### config.mk
export PLATFORM = sky130hd
export DESIGN_NAME = adc_acq_scheduler_flat
export DESIGN_NICKNAME = d
export VERILOG_FILES = /design/src/rtl/adc_acq_scheduler_pkg.sv /design/src/rtl/adc_acq_scheduler_if.sv /design/src/rtl/adc_acq_scheduler_fifo.sv /design/src/rtl/adc_acq_scheduler.sv /design/src/flat_wrapper.sv
export SDC_FILE = /design/constraint.sdc
export NUM_CORES = 1
export LEC_CHECK = 0
export BUFFER_PORTS_ARGS = -buffer_cell sky130_fd_sc_hd__clkbuf_2
export CAP_MARGIN = 20
export CORE_MARGIN = 5
export CORE_UTILIZATION = 67
export CTS_BUF_LIST = sky130_fd_sc_hd__clkbuf_8
export DETAILED_ROUTE_END_ITERATION = 10
export GPL_TIMING_DRIVEN = 0
export MAX_ROUTING_LAYER = met4
export PLACE_DENSITY = 0.87
export SYNTH_ARGS = -nofsm -noshare
export SYNTH_HDL_FRONTEND = slang
export SYNTH_SLANG_ARGS = --single-unit
### constraint.sdc
create_clock -name clk -period 9.7 [get_ports clk]
set_clock_uncertainty 0.05 [all_clocks]
set_input_delay 0.485 -clock clk [delete_from_list [all_inputs] [get_ports clk]]
set_output_delay 0.485 -clock clk [all_outputs]
set_load 0.05 [all_outputs]
### src/rtl/adc_acq_scheduler_pkg.sv
// adc_sched_pkg: FSM encoding, timing constants and sizing helper shared by adc_acq_scheduler
package adc_sched_pkg;
   localparam logic [2:0] ST_IDLE = 3'd0, ST_TRIG = 3'd1, ST_CONV = 3'd2, ST_HOLD = 3'd3, ST_DONE = 3'd4;
   typedef enum logic [2:0] {
      IDLE = ST_IDLE,
      TRIG = ST_TRIG,
      CONV = ST_CONV,
      HOLD = ST_HOLD,
      DONE = ST_DONE
   } state_t;
   localparam int MIN_PERIOD = 2;
   function automatic int clog2(input int n);
      int r;
      r = 0;
      for (int i = 0; i < 31; i++) if ((1 << i) < n) r = i + 1;
      return r;
   endfunction
endpackage

### src/rtl/adc_acq_scheduler_if.sv
// adc_acq_scheduler_if: trigger/done/sample bus between the scheduler (master) and the ADC control block (slave)
interface adc_acq_scheduler_if #(parameter int DW = 32);
   logic adc_trigger;
   logic adc_done;
   logic adc_wr;
   logic [DW-1:0] adc_data;
   modport master (output adc_trigger, input adc_done, adc_wr, adc_data);
   modport slave (input adc_trigger, output adc_done, adc_wr, adc_data);
endinterface

### src/rtl/adc_acq_scheduler_fifo.sv
// sync_fifo_fwft: first-word-fall-through sample FIFO; a write on a full FIFO is dropped unless a pop frees the slot
module sync_fifo_fwft import adc_sched_pkg::*; #(
   parameter int W = 32,
   parameter int DEPTH = 16,
   localparam int AW = clog2(DEPTH)
) (
   input  logic          clk,
   input  logic          rst,
   input  logic          wr,
   input  logic          rd,
   input  logic [W-1:0]  din,
   output logic [W-1:0]  dout,
   output logic          empty,
   output logic          drop,
   output logic [AW:0]   count
);
   logic [W-1:0] mem [DEPTH];
   logic [AW-1:0] wp, rp;
   logic full, push, pop;
   assign empty = count == '0;
   assign full = count == (AW+1)'(DEPTH);
   assign pop = rd && !empty;
   assign push = wr && (!full || pop);
   assign drop = wr && !push;
   assign dout = mem[rp];
   always_ff @(posedge clk)
      if (push) mem[wp] <= din;
   always_ff @(posedge clk)
      if (rst) begin
         wp <= '0;
         rp <= '0;
         count <= '0;
      end else begin
         wp <= wp + AW'(push);
         rp <= rp + AW'(pop);
         count <= count + (AW+1)'(push) - (AW+1)'(pop);
      end
endmodule

### src/rtl/adc_acq_scheduler.sv
// adc_acq_scheduler: periodic ADC trigger scheduler with sample capture FIFO
// ADC_SCHED_TSTAMP_EN: when defined, a free-running timestamp is stored with each sample
module adc_acq_scheduler import adc_sched_pkg::*; #(
   parameter int DW = 32,
   parameter int FIFO_DEPTH = 16,
   parameter int TSW = 32
) (
   input  logic                        clk,
   input  logic                        rst,
   input  logic                        start,
   input  logic                        stop,
   input  logic [31:0]                 period,
   input  logic [15:0]                 nframes,
   adc_acq_scheduler_if.master         adc,
   input  logic                        rd_en,
   output logic [DW-1:0]               rd_data,
   output logic [TSW-1:0]              rd_ts,
   output logic                        empty,
   output logic [clog2(FIFO_DEPTH):0]  fifo_count,
   output logic                        busy,
   output logic                        overflow,
   output logic                        overrun,
   output logic [15:0]                 frame_cnt
);
   state_t state;
   logic [31:0] timer, plen;
   logic stop_q, stop_seen, expire, last, go, drop, trig;
   assign plen = period < 32'(MIN_PERIOD) ? 32'(MIN_PERIOD) : period;
   // timer counts cycles since the trigger, so expiry at plen-1 re-triggers exactly plen cycles later
   assign expire = timer >= plen - 32'd1;
   assign stop_seen = stop_q || stop;
   assign last = nframes != '0 && frame_cnt + 16'd1 == nframes;
   assign go = state == IDLE && start && !stop;
   assign adc.adc_trigger = trig;
   always_ff @(posedge clk)
      if (rst) begin
         state <= IDLE;
         trig <= 1'b0;
         busy <= 1'b0;
         stop_q <= 1'b0;
         overrun <= 1'b0;
         frame_cnt <= '0;
         timer <= '0;
      end else begin
         trig <= 1'b0;
         timer <= timer + 32'(timer != '1);
         if (stop && state != IDLE) stop_q <= 1'b1;
         case (state)
            IDLE: if (go) begin
               state <= TRIG;
               trig <= 1'b1;
               busy <= 1'b1;
               timer <= '0;
               stop_q <= 1'b0;
               overrun <= 1'b0;
               frame_cnt <= '0;
            end
            TRIG: state <= CONV;
            CONV: if (adc.adc_done) begin
               frame_cnt <= frame_cnt + 16'd1;
               if (last || stop_seen) state <= DONE;
               else if (expire) begin
                  overrun <= 1'b1;
                  state <= TRIG;
                  trig <= 1'b1;
                  timer <= '0;
               end else state <= HOLD;
            end
            HOLD: if (expire) begin
               if (stop_seen) state <= DONE;
               else begin
                  state <= TRIG;
                  trig <= 1'b1;
                  timer <= '0;
               end
            end
            default: begin
               state <= IDLE;
               busy <= 1'b0;
               stop_q <= 1'b0;
            end
         endcase
      end
   always_ff @(posedge clk)
      if (rst) overflow <= 1'b0;
      else overflow <= (overflow && !go) || drop;
`ifdef ADC_SCHED_TSTAMP_EN
   localparam int FW = DW + TSW;
   logic [TSW-1:0] ts;
   logic [FW-1:0] head;
   always_ff @(posedge clk)
      if (rst) ts <= '0;
      else ts <= ts + TSW'(1);
   assign {rd_ts, rd_data} = head;
   sync_fifo_fwft #(.W(FW), .DEPTH(FIFO_DEPTH)) fifo (
      .clk, .rst, .wr(adc.adc_wr), .rd(rd_en), .din({ts, adc.adc_data}),
      .dout(head), .empty, .drop, .count(fifo_count)
   );
`else
   assign rd_ts = '0;
   sync_fifo_fwft #(.W(DW), .DEPTH(FIFO_DEPTH)) fifo (
      .clk, .rst, .wr(adc.adc_wr), .rd(rd_en), .din(adc.adc_data),
      .dout(rd_data), .empty, .drop, .count(fifo_count)
   );
`endif
endmodule

### src/flat_wrapper.sv
// flat-port wrapper written by rule: the top's interface ports become plain ports
module adc_acq_scheduler_flat import adc_sched_pkg::*;
#(
   parameter int DW = 32,
   parameter int FIFO_DEPTH = 16,
   parameter int TSW = 32
)
  (clk, rst, start, stop, period, nframes, rd_en, rd_data, rd_ts, empty, fifo_count, busy, overflow, overrun, frame_cnt, adc_adc_trigger, adc_adc_done, adc_adc_wr, adc_adc_data);
  adc_acq_scheduler_if #(.DW(DW)) adc_i ();
  input  logic clk;
  input  logic rst;
  input  logic start;
  input  logic stop;
  input  logic [31:0] period;
  input  logic [15:0] nframes;
  input  logic rd_en;
  output logic [DW-1:0] rd_data;
  output logic [TSW-1:0] rd_ts;
  output logic empty;
  output logic [clog2(FIFO_DEPTH):0] fifo_count;
  output logic busy;
  output logic overflow;
  output logic overrun;
  output logic [15:0] frame_cnt;
  output wire logic [$bits(adc_i.adc_trigger)-1:0] adc_adc_trigger;
  input wire logic [$bits(adc_i.adc_done)-1:0] adc_adc_done;
  input wire logic [$bits(adc_i.adc_wr)-1:0] adc_adc_wr;
  input wire logic [$bits(adc_i.adc_data)-1:0] adc_adc_data;
  assign adc_adc_trigger = adc_i.adc_trigger;
  assign adc_i.adc_done = adc_adc_done;
  assign adc_i.adc_wr = adc_adc_wr;
  assign adc_i.adc_data = adc_adc_data;
  adc_acq_scheduler #(.DW(DW), .FIFO_DEPTH(FIFO_DEPTH), .TSW(TSW)) u_core (.clk(clk), .rst(rst), .start(start), .stop(stop), .period(period), .nframes(nframes), .adc(adc_i), .rd_en(rd_en), .rd_data(rd_data), .rd_ts(rd_ts), .empty(empty), .fifo_count(fifo_count), .busy(busy), .overflow(overflow), .overrun(overrun), .frame_cnt(frame_cnt));
endmodule
Word-level counts from Yosys, hierarchy flattened
Memory sizes are Yosys's and may differ from the RTL's. A register that Yosys moved wholly into a read port is not among the register bits.
Cells that the tools add are included.
{ "word_totals": {"out_inout_bits": 90, "memories": 1, "in_bits": 87, "wordCells": 98, "ramBits": 512, "register_bits": 69} }
{ "mem_list": {"columns": ["memory", "depth", "word_bits", "read_ports", "rd_clocked_by_memory_dff", "wr", "line_no", "source"], "rows": [
  ["u_core.fifo.mem", 16, 32, 1, 1, 1, "adc_acq_scheduler_fifo.sv:17", "logic [W-1:0] mem [DEPTH];"]
]} }
{ "classes": {"addsub": 7, "n_eq_ne": 11, "n_lt_le_gt_ge": 2, "n_bitwise": 1, "reduce_logical": 27, "muxes": 38} }
{ "op_table": {"columns": ["operator", "n"], "rows": [
  ["2-to-1 mux 32 bit", 7],
  ["case mux 32 bit (3 select lines)", 1],
  ["adder 32 x 1 -> 32 bit", 1],
  ["greater-or-equal comparator 32 bit", 1],
  ["< comparator 32 x 2 -> 1 bit, second input constant", 1],
  ["2-to-1 mux 16 bit", 2],
  ["inequality test 32 bit, second input constant", 1],
  ["case mux 16 bit (2 select lines)", 1],
  ["subtractor 32 x 1 -> 32 bit, second input constant", 1],
  ["adder 16 x 1 -> 16 bit, second input constant", 1],
  ["equality test 16 bit", 1],
  ["nonzero test 16 bit", 1],
  ["2-to-1 mux 1 bit", 15],
  ["2-to-1 mux 3 bit", 5],
  ["case mux 3 bit (4 select lines)", 1],
  ["adder 4 x 1 -> 4 bit", 2],
  ["logical AND 1 bit", 8],
  ["equality test 3 x 2 -> 1 bit, second input constant", 2],
  ["inequality test 2 x 1 -> 1 bit, second input constant", 3],
  ["case mux 1 bit (2 select lines)", 3],
  ["AND reduction 3 bit", 2],
  ["adder 5 x 1 -> 5 bit", 1],
  ["equality test 5 bit, second input constant", 1],
  ["logical NOT 1 bit", 5],
  ["other kinds (15)", 19]
]} }

Longest topological paths before layout
Gate-level depths: netlist of the first run.
{ "logic_depth": {"ltp_word": 8, "depth_mapped": 22} }

By module
A second synthesis of the first run with hierarchy kept.
{ "unflattened": {"hier_cells": 1476, "area_unflattened_um2": 24721.2} }
{ "modules_own_cells": {"columns": ["module", "seq_area_each_um2", "n_inst", "cells_each", "area_per_inst_um2"], "rows": [
  ["sync_fifo_fwft", 15635.0, 1, 878, 19872.8],
  ["adc_acq_scheduler", 1121.1, 1, 598, 4848.4]
]} }

Least setup slack after synthesis of the first run
OpenSTA, ideal clock, no wires.
{ "synth_timing": {"path_kind": "input to register", "start": "input port period[20]", "end": "register u_core.timer[14]", "path_slack_ps": 4385, "path_stages": 22, "setup_ps": 146, "arrival_time_ps": 5119, "required_ps": 9504, "cell_sequence": "or4_1 > nor3_1 > nand3_1 > nor4_1 > nand2b_1 > ha_1 > nor4b_1 > nand4_1 > or2_2 > nor2_1 > nand2_1 > nor3_1 > xnor2_1 > ha_1 > nand2_1 > o21ai_0 > a211oi_1 > o21ai_1 > o21ai_1 > o21ai_1 > clkbuf_1 > a211oi_2"} }
{ "synth_between": {"elab_chain_cells": 8, "elab_cells_between_ends": 9, "cone_classes": "add/sub (1); order compare (2); mux (6)"} }
{ "synth_rtl": {"columns": ["item", "line_no", "source"], "rows": [
  ["start: declaration", "flat_wrapper.sv:14", "input logic [31:0] period;"],
  ["< comparator 32 x 2 -> 1 bit", "adc_acq_scheduler.sv:28", "assign plen = period < 32'(MIN_PERIOD) ? 32'(MIN_PERIOD) : period;"],
  ["2-to-1 mux 32 bit (*)", "adc_acq_scheduler.sv:28", null],
  ["subtractor 32 x 1 -> 32 bit (*)", "adc_acq_scheduler.sv:30", "assign expire = timer >= plen - 32'd1;"],
  ["greater-or-equal comparator 32 bit (*)", "adc_acq_scheduler.sv:30", null],
  ["2-to-1 mux 32 bit", "adc_acq_scheduler.sv:62", "else if (expire) begin"],
  ["2-to-1 mux 32 bit", "adc_acq_scheduler.sv:61", "if (last || stop_seen) state <= DONE;"],
  ["2-to-1 mux 32 bit", "adc_acq_scheduler.sv:59", "CONV: if (adc.adc_done) begin"],
  ["case mux 32 bit (3 select lines) (*)", "adc_acq_scheduler.sv:48", "case (state)"],
  ["end signal: assignment", "adc_acq_scheduler.sv:46", "timer <= timer + 32'(timer != '1);"],
  ["end: declaration", "adc_acq_scheduler.sv:26", "logic [31:0] timer, plen;"]
]} }
Mark *: on every way between the ends. The rest lies on a longest branch, timed or not.
A chain may end at the register's enable or synchronous reset.

Final worst setup path of the first run
{ "layout_timing": {"start": "input port period[28]", "end": "register u_core.timer[11]"} }
Same word-level chain as after synthesis.

==> flow_metrics.env, run 1 <==
export IMPL_status="finished, final reports clean"
export IMPL_antenna_found_initial=2
export IMPL_synth_top_area_cell="edfxtp_1"
export IMPL_drv_slew=0
export IMPL_root_buffer="clkbuf_8"
export IMPL_drive_above_1_share=0.3113
export IMPL_synthCells=1415
export IMPL_dp_hpwl_mm=41.50
export IMPL_path_delay_family="simple AND/OR/NAND/NOR gates"
export IMPL_grt_max_degree=25
export IMPL_cp_depth=23
export IMPL_p_switching_mw=2.028
export IMPL_power_leakage_nw=9.641
export IMPL_worstReg2RegStart="u_core.timer[6]"
export IMPL_hold_violations=0
export IMPL_numPortBuffers=143
export IMPL_max_stage_delay_ps=590
export IMPL_crit_arrival_ps=6540
export IMPL_gp_congestion=0.8594
export IMPL_cts_resized=0
export IMPL_synth_mux_area_frac=0.1471
export IMPL_start_util=0.6788
export IMPL_internal_power_mw=4.418
export IMPL_finalCritPeriodShare=0.6270
export IMPL_p_clk_frac=0.298
export IMPL_synthAdderAreaFrac=0.02396
export IMPL_synth_seq_cells=581
export IMPL_dieHeight_um=202.6
export IMPL_cpMaxStageDelayCell="clkbuf_1"
export IMPL_setup_viol=0
export IMPL_relSlewSlack=0.2831
export IMPL_yosys_area_share_simple=0.06001
export IMPL_cp_startpoint="period[28]"
export IMPL_cts_buffers=88
export IMPL_tightestPinTransition_ps=1075
export IMPL_max_cap_violations=0
export IMPL_io_pins=177
export IMPL_first_pass_iters=6
export IMPL_ys_async_sr_fraction=0
export IMPL_power_frac_comb=0.263
export IMPL_path_cells="clkbuf_2, or4_1, nor3_1, nand3_1, nor4_1, nand2b_1, ha_1, nor4b_1, nand4_1, or2_2, nor2_1, nand2_1, nor3_1, xnor2_1, ha_1, nand2_1, o21ai_0, a211oi_1, o21ai_1, o21ai_1, o21ai_1, clkbuf_1, a211oi_2"
export IMPL_ff2ff_path_depth=9
export IMPL_finalCriticalPeriod_ps=6082
export IMPL_synth_top_cell_area_share=0.6186
export IMPL_synth_compound_area_frac=0.04199
export IMPL_end_kind="flip-flop"
export IMPL_min_path_type="input port to flip-flop"
export IMPL_rsz0062_at_grt="false"
export IMPL_synth_edf_count=512
export IMPL_coreArea_um2=36610
export IMPL_dieArea_um2=41040
export IMPL_cts_buffer_depth=3
export IMPL_seq_area_frac_synth=0.6742
export IMPL_clkTransAtPathRegs_ps=60
export IMPL_initialDrtViolationCount=1785
export IMPL_grt_pass1_wl_mm=91.27
export IMPL_seqPwrFrac=0.440
export IMPL_reg2reg_slack_ps=6330
export IMPL_synth_top_family_by_area="multiplexers"
export IMPL_insertion_delay_ps=670
export IMPL_nFillCells=1916
export IMPL_wl_per_cell_um=28.73
export IMPL_placed_area_um2=26790
export IMPL_drt_total_wl_mm=64.90
export IMPL_grt_pass1_vias=15170
export IMPL_holdPathStages=3
export IMPL_setup_tns_ps=0
export IMPL_htree_num_levels=3
export IMPL_synthTopCellsByArea="edfxtp_1, mux4_2, dfxtp_1"
export IMPL_fin_area_um2=28620
export IMPL_r2r_end="u_core.timer[11]"
export IMPL_achievable_frequency_mhz=164.4
export IMPL_synth_cells_most_frequent="edfxtp_1, mux4_2, nor2_1, dfxtp_1, nand2_1"
export IMPL_netlist_area_um2=24850
export IMPL_grt_usage=0.3104
export IMPL_yosys_warnings=0
export IMPL_rows=70
export IMPL_cts_tree="built"
export IMPL_cpMostUsedCell="o21ai_1"
export IMPL_postRouteAntennaNets=0
export IMPL_crit_buf_inv=2
export IMPL_cp_max_fo=10
export IMPL_swShare=0.3146
export IMPL_via_per_inst=6.603
export IMPL_critPathKind="input port to flip-flop"
export IMPL_area_growth_pct=15.15
export IMPL_hold_buffers=0
export IMPL_yosysUniqueCellTypes=67
export IMPL_required_ps=10160
export IMPL_fin_nets=1852
export IMPL_p_per_area_nw_per_um2=225.2
export IMPL_hold_slack_ps=63.74
export IMPL_die_x_um=202.6
export IMPL_peakVddDrop_mv=0.2062
export IMPL_routed_via_count=14917
export IMPL_cts_sinks=581
export IMPL_postCtsSetupRepairBufs=0
export IMPL_drc=0
export IMPL_utilization=0.7817
export IMPL_yosysMostFrequentCell="edfxtp_1"
export IMPL_cp_endpoint="u_core.timer[11]"
export IMPL_synth_avg_cell_area_um2=17.56
export IMPL_synth_ff_type="edfxtp_1"
export IMPL_synth_xor_area_frac=0.02890
export IMPL_cp_start_kind="input port"
export IMPL_grt_overflow=0
export IMPL_total_power_mw=6.445
==> layout make-up <==
cell class                 count  area [um2]  area share
clock inverter                66       349.1     0.01220
timing repair buffer         182        1292     0.04516
buffer                        98       525.5     0.01836
antenna                        2       5.005   0.0001749
multi-input combinational    750        7734      0.2702
clock buffer                  95        1308     0.04569
inverter                      17       63.81    0.002230
tap                          468       585.6     0.02046
sequential                   581       16760      0.5855
==> power groups by stage <==
stage / combinational (mW) / sequential [mW] / clock, mW
floorplan: 1.14 / 2.91 / 0
global placement: 1.53 / 2.88 / 0
detailed placement: 1.61 / 2.88 / 0
CTS: 1.62 / 2.83 / 1.91
global route: 1.79 / 2.83 / 2.06
finish: 1.69 / 2.83 / 1.92
==> worst register-to-register path, delay by kind of cell (launching register included) <==
| kind | cells | cell delay, ps |
|---|---|---|
| buffers and inverters | 1 | 590 |
| flip-flops | 1 | 370 |
| AND/OR/NAND/NOR | 2 | 470 |
| AO/OA/AOI/OAI | 5 | 1410 |
| adder cells (fa/ha/maj) | 1 | 320 |
==> logic make-up (layout without fill, tap and decap cells) <==
family                   count (synthesis)  after routing
flip-flops                             581            581
AND/OR/NAND/NOR                        288            288
multiplexers                           165            165
AO/OA/AOI/OAI                          136            136
buffers and inverters                  115            458
XOR/XNOR                                82             82
adder cells (fa/ha/maj)                 47             47
other                                    1             34
==> how the worst min path moves through the flow <==
| stage | startpoint | endpoint | slack (ps) |
|---|---|---|---|
| 4_1_cts | adc_adc_wr | u_core.overflow | 50 |
| 3_5_place_dp | u_core.busy | u_core.busy | 420 |
| 3_3_place_gp | u_core.busy | u_core.busy | 410 |
| 6_report | adc_adc_wr | u_core.overflow | 60 |
| 5_1_grt | adc_adc_wr | u_core.overflow | 60 |
| 2_1_floorplan | u_core.stop_q | u_core.stop_q | 460 |
==> sequential cells by signal (all words and copies together), names as in the netlist, 3 cells and up <==
name and flops:
u_core.fifo.count 5, u_core.fifo.mem 512, u_core.fifo.rp 4, u_core.fifo.wp 4, u_core.frame_cnt 16, u_core.state 3
u_core.timer 32
==> metrics by stage <==
| step | cells | setup WS (ps) |
|---|---|---|
| final | 2259 | 3618 |
| after global routing | 2259 | 3282 |
| after CTS | 2244 | 3700 |
| after detailed placement | 2083 | 3056 |
| after global placement | 2057 | 3315 |
| after floorplan | 1446 | 4385 |
==> layer usage <==
layer	part of all wire	GRT usage
met5	0	-
met2	0.52	0.5220
met1	0.35	0.3822
met3	0.094	0.06149
met4	0.043	0.1120
==> placed cells by master (no fill, tap or decap), types with 12 or more instances in the layout <==
| cell type | Yosys | routed |
|---|---|---|
| a211oi_2 | 28 | 28 |
| a21oi_1 | 35 | 35 |
| buf_1 | 14 | 14 |
| buf_4 | 34 | 35 |
| buf_6 | 3 | 18 |
| clkbuf_1 | 41 | 41 |
| clkbuf_2 | 0 | 145 |
| clkbuf_8 | 0 | 95 |
| clkinv_1 | 0 | 12 |
| clkinv_2 | 0 | 14 |
| conb_1 | 1 | 32 |
| dfxtp_1 | 69 | 69 |
| edfxtp_1 | 512 | 512 |
| ha_1 | 46 | 46 |
| inv_1 | 17 | 51 |
| mux4_2 | 160 | 160 |
| nand2_1 | 59 | 59 |
| nand3_1 | 26 | 26 |
| nand4_1 | 17 | 17 |
| nor2_1 | 82 | 70 |
| nor2_4 | 0 | 12 |
| nor3_1 | 24 | 20 |
| nor4_1 | 14 | 14 |
| o21ai_0 | 19 | 19 |
| xnor2_1 | 36 | 36 |
| xor2_1 | 46 | 46 |
No activity file was read; power rests on OpenSTA's default activity.
==> run 2, diff against run 1 <==
--- a/config.mk
+++ b/config.mk
@@ -8,12 +8,12 @@
 export BUFFER_PORTS_ARGS = -buffer_cell sky130_fd_sc_hd__clkbuf_2
 export CAP_MARGIN = 20
 export CORE_MARGIN = 5
-export CORE_UTILIZATION = 67
+export CORE_UTILIZATION = 57
 export CTS_BUF_LIST = sky130_fd_sc_hd__clkbuf_8
 export DETAILED_ROUTE_END_ITERATION = 10
 export GPL_TIMING_DRIVEN = 0
 export MAX_ROUTING_LAYER = met4
-export PLACE_DENSITY = 0.87
+export PLACE_DENSITY = 0.79
 export SYNTH_ARGS = -nofsm -noshare
 export SYNTH_HDL_FRONTEND = slang
 export SYNTH_SLANG_ARGS = --single-unit
==> constraint.sdc (replaced) <==
create_clock -name clk -period 4.9 [get_ports clk]
set_clock_uncertainty 0.05 [all_clocks]
set_input_delay 0.245 -clock clk [delete_from_list [all_inputs] [get_ports clk]]
set_output_delay 0.245 -clock clk [all_outputs]
set_load 0.05 [all_outputs]
==> flow_metrics.env, run 2 (synthesis results as in run 1) <==
export IMPL_total_power_mw=12.57
export IMPL_dieArea_um2=47880
export IMPL_grt_max_degree=25
export IMPL_cts_sinks=581
export IMPL_peakVddDrop_mv=0.3841
export IMPL_drt_total_wl_mm=58.46
export IMPL_hold_violations=0
export IMPL_root_buffer="clkbuf_8"
export IMPL_placed_area_um2=26980
export IMPL_max_cap_violations=0
export IMPL_grt_pass1_vias=15084
export IMPL_place_ws_ps=-1392
export IMPL_drive_above_1_share=0.3144
export IMPL_grt_pass1_wl_mm=88.49
export IMPL_critPathKind="input port to flip-flop"
export IMPL_tightestPinTransition_ps=1088
export IMPL_fin_nets=1895
export IMPL_setup_tns_ps=0
export IMPL_numPortBuffers=143
export IMPL_end_kind="flip-flop"
export IMPL_reg_top3="u_core.fifo.mem (512), u_core.timer (32), u_core.frame_cnt (16)"
export IMPL_min_path_type="input port to flip-flop"
export IMPL_finalCriticalPeriod_ps=4671
export IMPL_layout_setup_ws_ps=228.9
export IMPL_area_growth_pct=17.59
export IMPL_relSlewSlack=0.2708
export IMPL_die_x_um=218.8
export IMPL_io_pins=177
export IMPL_top_register="u_core.fifo.mem"
export IMPL_cp_start_kind="input port"
export IMPL_routed_via_count=14514
export IMPL_setup_viol=0
export IMPL_finalCritPeriodShare=0.9533
export IMPL_p_per_area_nw_per_um2=430.2
export IMPL_crit_arrival_ps=5130
export IMPL_power_leakage_nw=9.810
export IMPL_antenna_found_initial=0
export IMPL_via_per_inst=6.005
export IMPL_start_util=0.5769
export IMPL_dp_hpwl_mm=39.06
export IMPL_dieHeight_um=218.8
export IMPL_status="finished, final reports clean"
export IMPL_postRouteAntennaNets=0
export IMPL_wl_per_cell_um=24.19
export IMPL_largest_reg_flops=512
export IMPL_cts_tree="built"
export IMPL_clkTransAtPathRegs_ps=60
export IMPL_cts_buffers=89
export IMPL_required_ps=5360
export IMPL_cts_buffer_depth=3
export IMPL_rows=76
export IMPL_gp_congestion=0.8622
export IMPL_achievable_frequency_mhz=214.1
export IMPL_final_common_cell="edfxtp_1"
export IMPL_nFillCells=2769
export IMPL_insertion_delay_ps=640
export IMPL_first_pass_iters=5
export IMPL_antennaDiodeCount=0
export IMPL_drc=0
export IMPL_fin_area_um2=29220
export IMPL_initialDrtViolationCount=1524
export IMPL_final_cell_mix="edfxtp_1, mux4_2, clkbuf_2"
export IMPL_dp_cells=2205
export IMPL_final_cell_count_no_fill=2417
export IMPL_grt_overflow=0
export IMPL_coreArea_um2=43080
export IMPL_htree_num_levels=3
export IMPL_grt_usage=0.2545
export IMPL_cp_max_fo=4
export IMPL_drv_slew=0
[run 2: cell count changes in the layout (fill, tap and decap cells not counted), sizes merged]
cell	before	now
diode	2	0
buf	94	105
clkinv	27	33
clkinvlp	1	3
inv	53	50
clkbuf	281	273
dlygate4sd3	0	35
[run 2: critical path: stages]
cell and delay, ps:
clkbuf_2 100, or4_1 630, nor3_2 220, nand3_2 160
nor4_4 270, nand2b_1 170, ha_1 200, nor4b_2 210
nand4_1 170, or2_4 320, nor2_2 140, nand2_1 130
nor4_2 350, xnor2_1 130, ha_1 190, a21oi_1 160
o21ai_2 110, a211oi_2 230, o21ai_2 150, buf_4 160
o41a_1 430, a31oi_1 180, nor3_1 60
[run 2: worst paths after layout]
| path | from | to | slack, ps | cells past startpoint |
|---|---|---|---|---|
| max | period[20] | u_core.state[0] | 230 | 23 |
| max reg2reg | u_core.fifo.count[2] | u_core.fifo.mem[2][14] | 1660 | 9 |
| min | rst | u_core.timer[1] | 120 | 4 |
| min reg2reg | u_core.busy | u_core.busy | 440 | 2 |
[run 2: metal layers]
metal  track usage  part of all wire  vias to the layer above
met3       0.05449             0.083                      110
met2        0.4255              0.52                      721
met4       0.07013             0.024                        0
met5             -                 0                        -
li1              -                 -                     6351
met1        0.3211              0.38                     7332
[run 2: cell type report]
type	count	area, um2	share of cell area
clock buffers	91	1252	0.04286
well taps	585	732.0	0.02505
flip-flops and latches	581	16760	0.5734
repair buffers	224	1684	0.05763
multi-input cells	750	7830	0.2679
inverters	17	63.81	0.002184
clock inverters	71	367.9	0.01259
plain buffers	98	536.8	0.01837
[run 2: report_power, final]
part / leakage [nW] / internal, mW / total [mW] / switching, mW
registers: 5.18 / 5.53 / 5.60 / 0.0715
logic: 3.68 / 1.34 / 3.32 / 1.98
clock network: 0.945 / 1.84 / 3.66 / 1.82
[run 2: through the flow]
step / hold slack [ps] / utilization
floorplan: 293.9 / -
global placement: 426.3 / 0.6135
detailed placement: 435.2 / 0.6264
CTS: 69.60 / 0.6736
global route: 118.8 / 0.6784
finish: 116.5 / 0.6784
[run 2: repair_timing]
action,CTS,global route
hold buffers,35,0
pin swaps,1,9
setup buffers,1,5
hold endpoints to repair,517,0
endpoints found under the setup margin,37,37
gates resized for setup,13,12
